===== src/rtl/alu_ctrl_pkg.sv =====
// Shared encodings for the ALU control decoder and its shift-beat sequencer.
// The single-cycle datapath also pulls its ALUop and control codes from here.
package alu_ctrl_pkg;

   localparam logic [2:0] OP_ADD   = 3'b000;
   localparam logic [2:0] OP_NAND  = 3'b001;
   localparam logic [2:0] OP_SLT   = 3'b010;
   localparam logic [2:0] OP_SHIFT = 3'b011;
   localparam logic [2:0] OP_ADDI  = 3'b100;
   localparam logic [2:0] OP_BEQ   = 3'b101;
   localparam logic [2:0] OP_MEM   = 3'b111;

   localparam logic [2:0] CTRL_NOP  = 3'b000;
   localparam logic [2:0] CTRL_ADD  = 3'b001;
   localparam logic [2:0] CTRL_NAND = 3'b010;
   localparam logic [2:0] CTRL_SLT  = 3'b011;
   localparam logic [2:0] CTRL_SL   = 3'b100;
   localparam logic [2:0] CTRL_SR   = 3'b101;
   localparam logic [2:0] CTRL_BEQ  = 3'b110;
   localparam logic [2:0] CTRL_MEM  = 3'b111;

   localparam logic [0:0] ST_IDLE  = 1'b0;
   localparam logic [0:0] ST_SHIFT = 1'b1;

   typedef struct packed {
      logic [2:0] code;
      logic       is_shift;
      logic       illegal;
   } dec_t;

endpackage


===== src/rtl/alu_ctrl_decode.sv =====
// Combinational ALUop/funct decode table, shared with the single-cycle datapath.
// Anything not in the table decodes to a NOP flagged as illegal.
module alu_ctrl_decode
   import alu_ctrl_pkg::*;
#(
   parameter int OP_W    = 3,
   parameter int FUNCT_W = 1
) (
   input  logic [OP_W-1:0]    op,
   input  logic [FUNCT_W-1:0] funct,
   output dec_t               dec
);

   logic upper_nz;

   generate
      if (OP_W > 3) begin : g_upper
         assign upper_nz = |op[OP_W-1:3];
      end else begin : g_no_upper
         assign upper_nz = 1'b0;
      end
   endgenerate

   always_comb begin
      // NOTE: full default first so no path through the case can infer a latch.
      dec = '{code: CTRL_NOP, is_shift: 1'b0, illegal: 1'b1};
      if (!upper_nz) begin
         case (op[2:0])
            OP_ADD:   if (funct[0])  dec = '{code: CTRL_ADD,  is_shift: 1'b0, illegal: 1'b0};
            OP_NAND:  if (funct[0])  dec = '{code: CTRL_NAND, is_shift: 1'b0, illegal: 1'b0};
            OP_SLT:   dec = '{code: CTRL_SLT, is_shift: 1'b0, illegal: 1'b0};
            OP_SHIFT: dec = '{code: funct[0] ? CTRL_SR : CTRL_SL, is_shift: 1'b1, illegal: 1'b0};
            OP_ADDI:  if (!funct[0]) dec = '{code: CTRL_ADD,  is_shift: 1'b0, illegal: 1'b0};
            OP_BEQ:   dec = '{code: CTRL_BEQ, is_shift: 1'b0, illegal: 1'b0};
            OP_MEM:   dec = '{code: CTRL_MEM, is_shift: 1'b0, illegal: 1'b0};
            default:  ;
         endcase
      end
   end

endmodule


===== src/rtl/alu_ctrl_seq.sv =====
// Registered ALU control decoder behind valid/ready; shifts are expanded into
// one single-bit shift beat per accepted output handshake.
module alu_ctrl_seq
   import alu_ctrl_pkg::*;
#(
   parameter int OP_W    = 3,
   parameter int FUNCT_W = 1,
   parameter int SHAMT_W = 3,
   parameter int CTRL_W  = 3
) (
   input  logic               clk,
   input  logic               reset,
   input  logic               in_valid,
   output logic               in_ready,
   input  logic [OP_W-1:0]    ALUop,
   input  logic [FUNCT_W-1:0] funct,
   input  logic [SHAMT_W-1:0] shamt,
   output logic               out_valid,
   input  logic               out_ready,
   output logic [CTRL_W-1:0]  ALUctrlbits,
   output logic               out_last,
   output logic               illegal,
   output logic               busy
);

   logic [0:0]         state;
   logic [SHAMT_W-1:0] count;
   dec_t               dec;
   logic [2:0]         load_code;
   logic               accept;
   logic               out_fire;
   logic               multi_beat;

   alu_ctrl_decode #(
      .OP_W    (OP_W),
      .FUNCT_W (FUNCT_W)
   ) u_decode (
      .op    (ALUop),
      .funct (funct),
      .dec   (dec)
   );

   assign in_ready   = (state == ST_IDLE) && (!out_valid || out_ready);
   assign accept     = in_valid && in_ready;
   assign out_fire   = out_valid && out_ready;
   assign busy       = (state != ST_IDLE) || out_valid;

   // A zero-length shift still emits one beat, but as a NOP.
   assign load_code  = (dec.is_shift && (shamt == '0)) ? CTRL_NOP : dec.code;
   assign multi_beat = dec.is_shift && (shamt > SHAMT_W'(1));

   always_ff @(posedge clk or posedge reset) begin
      // NOTE: non-blocking assignments for all state so every register samples pre-edge values.
      if (reset) begin
         state       <= ST_IDLE;
         count       <= '0;
         out_valid   <= 1'b0;
         ALUctrlbits <= '0;
         out_last    <= 1'b0;
         illegal     <= 1'b0;
      end else begin
         case (state)
            ST_IDLE: begin
               if (accept) begin
                  out_valid   <= 1'b1;
                  ALUctrlbits <= CTRL_W'(load_code);
                  illegal     <= dec.illegal;
                  if (multi_beat) begin
                     out_last <= 1'b0;
                     count    <= shamt - SHAMT_W'(1);
                     state    <= ST_SHIFT;
                  end else begin
                     out_last <= 1'b1;
                  end
               end else if (out_fire) begin
                  out_valid <= 1'b0;
               end
            end
            ST_SHIFT: begin
               // out_valid stays high here; each consumed beat loads the next one.
               if (out_fire) begin
                  count <= count - SHAMT_W'(1);
                  if (count == SHAMT_W'(1)) begin
                     out_last <= 1'b1;
                     state    <= ST_IDLE;
                  end
               end
            end
            default: state <= ST_IDLE;
         endcase
      end
   end

endmodule

===== config.mk =====
export PLATFORM = sky130hd
export DESIGN_NAME = alu_ctrl_seq
export DESIGN_NICKNAME = d
export VERILOG_FILES = /design/src/rtl/alu_ctrl_pkg.sv /design/src/rtl/alu_ctrl_decode.sv /design/src/rtl/alu_ctrl_seq.sv
export SDC_FILE = /design/constraint.sdc
export NUM_CORES = 1
export LEC_CHECK = 0
export ABC_CLOCK_PERIOD_IN_PS = 4000
export BUFFER_PORTS_ARGS = -buffer_cell sky130_fd_sc_hd__buf_4
export CELL_PAD_IN_SITES_DETAIL_PLACEMENT = 1
export CELL_PAD_IN_SITES_GLOBAL_PLACEMENT = 1
export CORE_ASPECT_RATIO = 1.5
export CORE_UTILIZATION = 35
export CTS_CLUSTER_SIZE = 14
export DETAILED_ROUTE_END_ITERATION = 10
export PLACE_DENSITY = 0.79
export SLEW_MARGIN = 5
export SYNTH_ARGS = -nofsm -noshare
export SYNTH_HDL_FRONTEND = slang
export SYNTH_SLANG_ARGS = --single-unit

===== constraint.sdc =====
create_clock -name clk -period 4 [get_ports clk]
set_input_delay 0.2 -clock clk [delete_from_list [all_inputs] [get_ports clk]]
set_output_delay 0.2 -clock clk [all_outputs]
set_load 0.1 [all_outputs]

==> summary.log <==
[run_status] result of the run completed
[cts] number of setup buffers added after CTS 0
[cts] Root Buffer sky130_fd_sc_hd__clkbuf_4
[setup_path] kind of end point of the critical path register
[drt] Avg WL per Cell 13.1 um
[logic_synthesis] number of distinct library cells after synthesis 28
[setup_path] critical path, cell by cell nor2b_4 > a2111o_1 > mux2_4 > o221a_1
[logic_synthesis] share of synthesized area occupied by flip-flops and latches 36.2%
[sta] max_slew headroom 71.1%
[cts] Resized Gates After CTS 0
[setup_path] CP max-delay cell sky130_fd_sc_hd__a2111o_1
[setup_path] critical-path maximum fanout 9
[sta] total negative setup slack 0 ns
[min_path] worst min-delay path class in -> reg
[setup_path] sort of element at the start of the critical path register
[drt] detailed-route via count 654
[cts] clock-pin slew of the registers on the worst-case setup and hold paths 0.07 ns
[finish] fraction of the core area covered by cells at the end of the flow 48.0%
[cts] clock network latency to the later pin of the worst-skew pair 0.27 ns
[sta] Least-Margin Pin Slew 0.432 ns
[drt] 1st-pass router iterations 4
[setup_path] slack of the worst reg-to-reg path 2.21 ns
[cts] count of hold buffers inserted by post-cts repair 1
[place] final HPWL from detailed placement 1330 um
[logic_synthesis] synthesized area per cell 8.54 um2
[setup_path] buffer and inverter count on the worst path 0
[cts] maximum count of clock buffers along a single path 2
[sta] achievable clock frequency 557 MHz
[floorplanning] Boundary Pins 19
[sta] Slew Limit Fails 0
[sta] Final Skew 0.00216 ns
[cts] TritonCTS Sinks 10
[finish] final net count 119
[global_routing] antenna violations before repair 0
[drt] # DRC 0
[run] max-cap check violation count 0
[logic_synthesis] Yosys reg bits 10
[setup_path] start of the worst register-to-register path out_valid
[logic_synthesis] net count of the mapped netlist 97
[cts] TritonCTS clock tree built
[sta] unrepaired setup endpoints after global routing false
[sta] final-report setup violation count 0
[floorplanning] die area 2160 um2
[floorplanning] Cell Rows 19
[drt] via-per-instance ratio 5.32
[setup_path] arrival time of the worst setup path 1.96 ns
[setup_path] critical setup path kind reg -> reg
[global_routing] via count of the first global-routing pass 670
[place] PortBufs 18
[logic_synthesis] count of synthesis-stage warnings from yosys 0
[floorplanning] die height 56.5 um
[logic_synthesis] post-synthesis instance total 81
[setup_path] biggest cell delay along the critical path 0.52 ns
[global_routing] maximum number of pins on one net before global-route repair 11
[finish] total non-filler cell area in the finished layout 890 um2
[drt] final routed wirelength across all metal layers 1610 um
[global_routing] global-route usage over all layers 18.0%
[setup_path] launch point of the critical path out_valid
[finish] share of post-route cells with drive strength above 1 26.5%
[floorplanning] Chip Width 38.3 um
[place] placement-stage cell area 843 um2
[global_routing] remaining global-route overflow 0
[global_routing] global-route wire length before repair 2840 um
[logic_synthesis] post-synth design cell area 692 um2
[setup_path] required time reported for the critical path endpoint 4.17 ns
[floorplanning] floorplan core area 1850 um2
[place] GP Congestion 0.708
[floorplanning] Starting Density 37.3%
[finish] area added between synthesis and finish 28.6%
[sta] share of the clock period used by the worst path after layout 44.9%
[sta] Final Hold Viols 0
[min_path] start point of the worst hold path in_valid
[drt] initial detailed-routing violation count 6
[sta] worst hold slack across all endpoints 0.168 ns
[setup_path] Top Family by Delay on Critical Path compound AO/OA/AOI/OAI gates
[sta] Final min period 1.79 ns
[drt] antenna-violating nets left 0
[cts] level count of the clock H-tree 1
[finish] count of antenna diodes in the layout 0
[cts] number of CTS-inserted buffers 3
per-layer routing:
| layer | global-route usage (%) | share of wire, % | vias up |
|---|---|---|---|
| met4 | 9.18 | 1.6 | 0 |
| met3 | 1.19 | 2.2 | 3 |
| met2 | 31.5 | 55 | 16 |
| met5 | 0 | 0 | - |
| met1 | 20.6 | 41 | 315 |
| li1 | - | - | 320 |
path summary, 6_finish.rpt:
kind                                        to  depth (start not counted)
worst max-delay path                  count[2]                          4
worst min-delay path                 out_valid                          3
worst max register to register        count[2]                          4
worst min register to register  ALUctrlbits[2]                          2
max in group asynchronous             count[1]                          3
min in group asynchronous             count[2]                          3
worst min-delay path, cell delays in order:
cell and delay [ns]:
sky130_fd_sc_hd__buf_4 0.09, sky130_fd_sc_hd__nand2b_4 0.07, sky130_fd_sc_hd__nand2_1 0.06
flip-flops by register name (all words and copies together), names as in the netlist:
signal / cells
ALUctrlbits: 3
count: 3
illegal: 1
out_last: 1
out_valid: 1
state: 1
metrics by stage:
stage / setup slack (ns) / cells
2_1_floorplan: 1.49 / 81
4_1_cts: 2.20 / 123
5_1_grt: 2.14 / 123
6_report: 2.21 / 123
3_3_place_gp: 2.16 / 118
3_5_place_dp: 2.12 / 118
cells in the mapped netlist:
| master | n | area [um2] |
|---|---|---|
| sky130_fd_sc_hd__a221oi_1 | 1 | 8.76 |
| sky130_fd_sc_hd__buf_2 | 2 | 10.0 |
| sky130_fd_sc_hd__or2_2 | 1 | 6.26 |
| sky130_fd_sc_hd__ha_1 | 5 | 62.6 |
| sky130_fd_sc_hd__inv_1 | 10 | 37.5 |
| sky130_fd_sc_hd__nand4b_1 | 1 | 8.76 |
| sky130_fd_sc_hd__nor2_1 | 8 | 30.0 |
| sky130_fd_sc_hd__nand2b_4 | 1 | 13.8 |
| sky130_fd_sc_hd__or3_1 | 2 | 12.5 |
| sky130_fd_sc_hd__nor3_1 | 1 | 5.00 |
| sky130_fd_sc_hd__o21bai_1 | 1 | 7.51 |
| sky130_fd_sc_hd__a22oi_1 | 1 | 7.51 |
| sky130_fd_sc_hd__mux2_4 | 1 | 15.0 |
| sky130_fd_sc_hd__o31a_2 | 1 | 10.0 |
| sky130_fd_sc_hd__nand3b_1 | 2 | 15.0 |
| sky130_fd_sc_hd__nor2b_1 | 2 | 12.5 |
| sky130_fd_sc_hd__o21ai_0 | 12 | 60.1 |
| sky130_fd_sc_hd__o221a_1 | 1 | 11.3 |
| sky130_fd_sc_hd__xor2_1 | 1 | 8.76 |
| sky130_fd_sc_hd__a2111o_1 | 1 | 11.3 |
| sky130_fd_sc_hd__o2bb2ai_1 | 1 | 8.76 |
| sky130_fd_sc_hd__nand4_1 | 1 | 6.26 |
| sky130_fd_sc_hd__a21oi_1 | 1 | 5.00 |
| sky130_fd_sc_hd__nor2b_4 | 1 | 13.8 |
| sky130_fd_sc_hd__a31oi_1 | 2 | 12.5 |
| sky130_fd_sc_hd__nand2_1 | 9 | 33.8 |
| sky130_fd_sc_hd__o211ai_1 | 1 | 7.51 |
| sky130_fd_sc_hd__dfrtp_1 | 10 | 250 |
area by class of cell:
type	instances	area, um2
tap	21	26.3
inverter	10	37.5
sequential	10	250
multi-input combinational	59	394
timing repair buffer	19	145
clock buffer	4	36.3
fill	229	965
cell families after synthesis:
logic type / Yosys count / share of synthesized area (%)
adder cells (fa/ha/maj): 5 / 9.04
AO/OA/AOI/OAI: 23 / 21.7
buffers and inverters: 12 / 6.87
AND/OR/NAND/NOR: 29 / 22.8
multiplexers: 1 / 2.17
XOR/XNOR: 1 / 1.27
flip-flops: 10 / 36.2
placed cells by master (no fill, tap or decap), types with 2 or more instances in the layout:
cell                       netlist  final
sky130_fd_sc_hd__o21ai_0        12     12
sky130_fd_sc_hd__nand3b_1        2      2
sky130_fd_sc_hd__nor2b_1         2      2
sky130_fd_sc_hd__inv_1          10     10
sky130_fd_sc_hd__dfrtp_1        10     10
sky130_fd_sc_hd__nand2_1         9      9
sky130_fd_sc_hd__buf_4           0     18
sky130_fd_sc_hd__or3_1           2      2
sky130_fd_sc_hd__nor2_1          8      8
sky130_fd_sc_hd__clkbuf_4        0      3
sky130_fd_sc_hd__a31oi_1         2      2
sky130_fd_sc_hd__ha_1            5      5
Power is left out: the tool's default activity adds up to more than one toggle a clock period on the data nets, which glitch-free logic cannot reach.
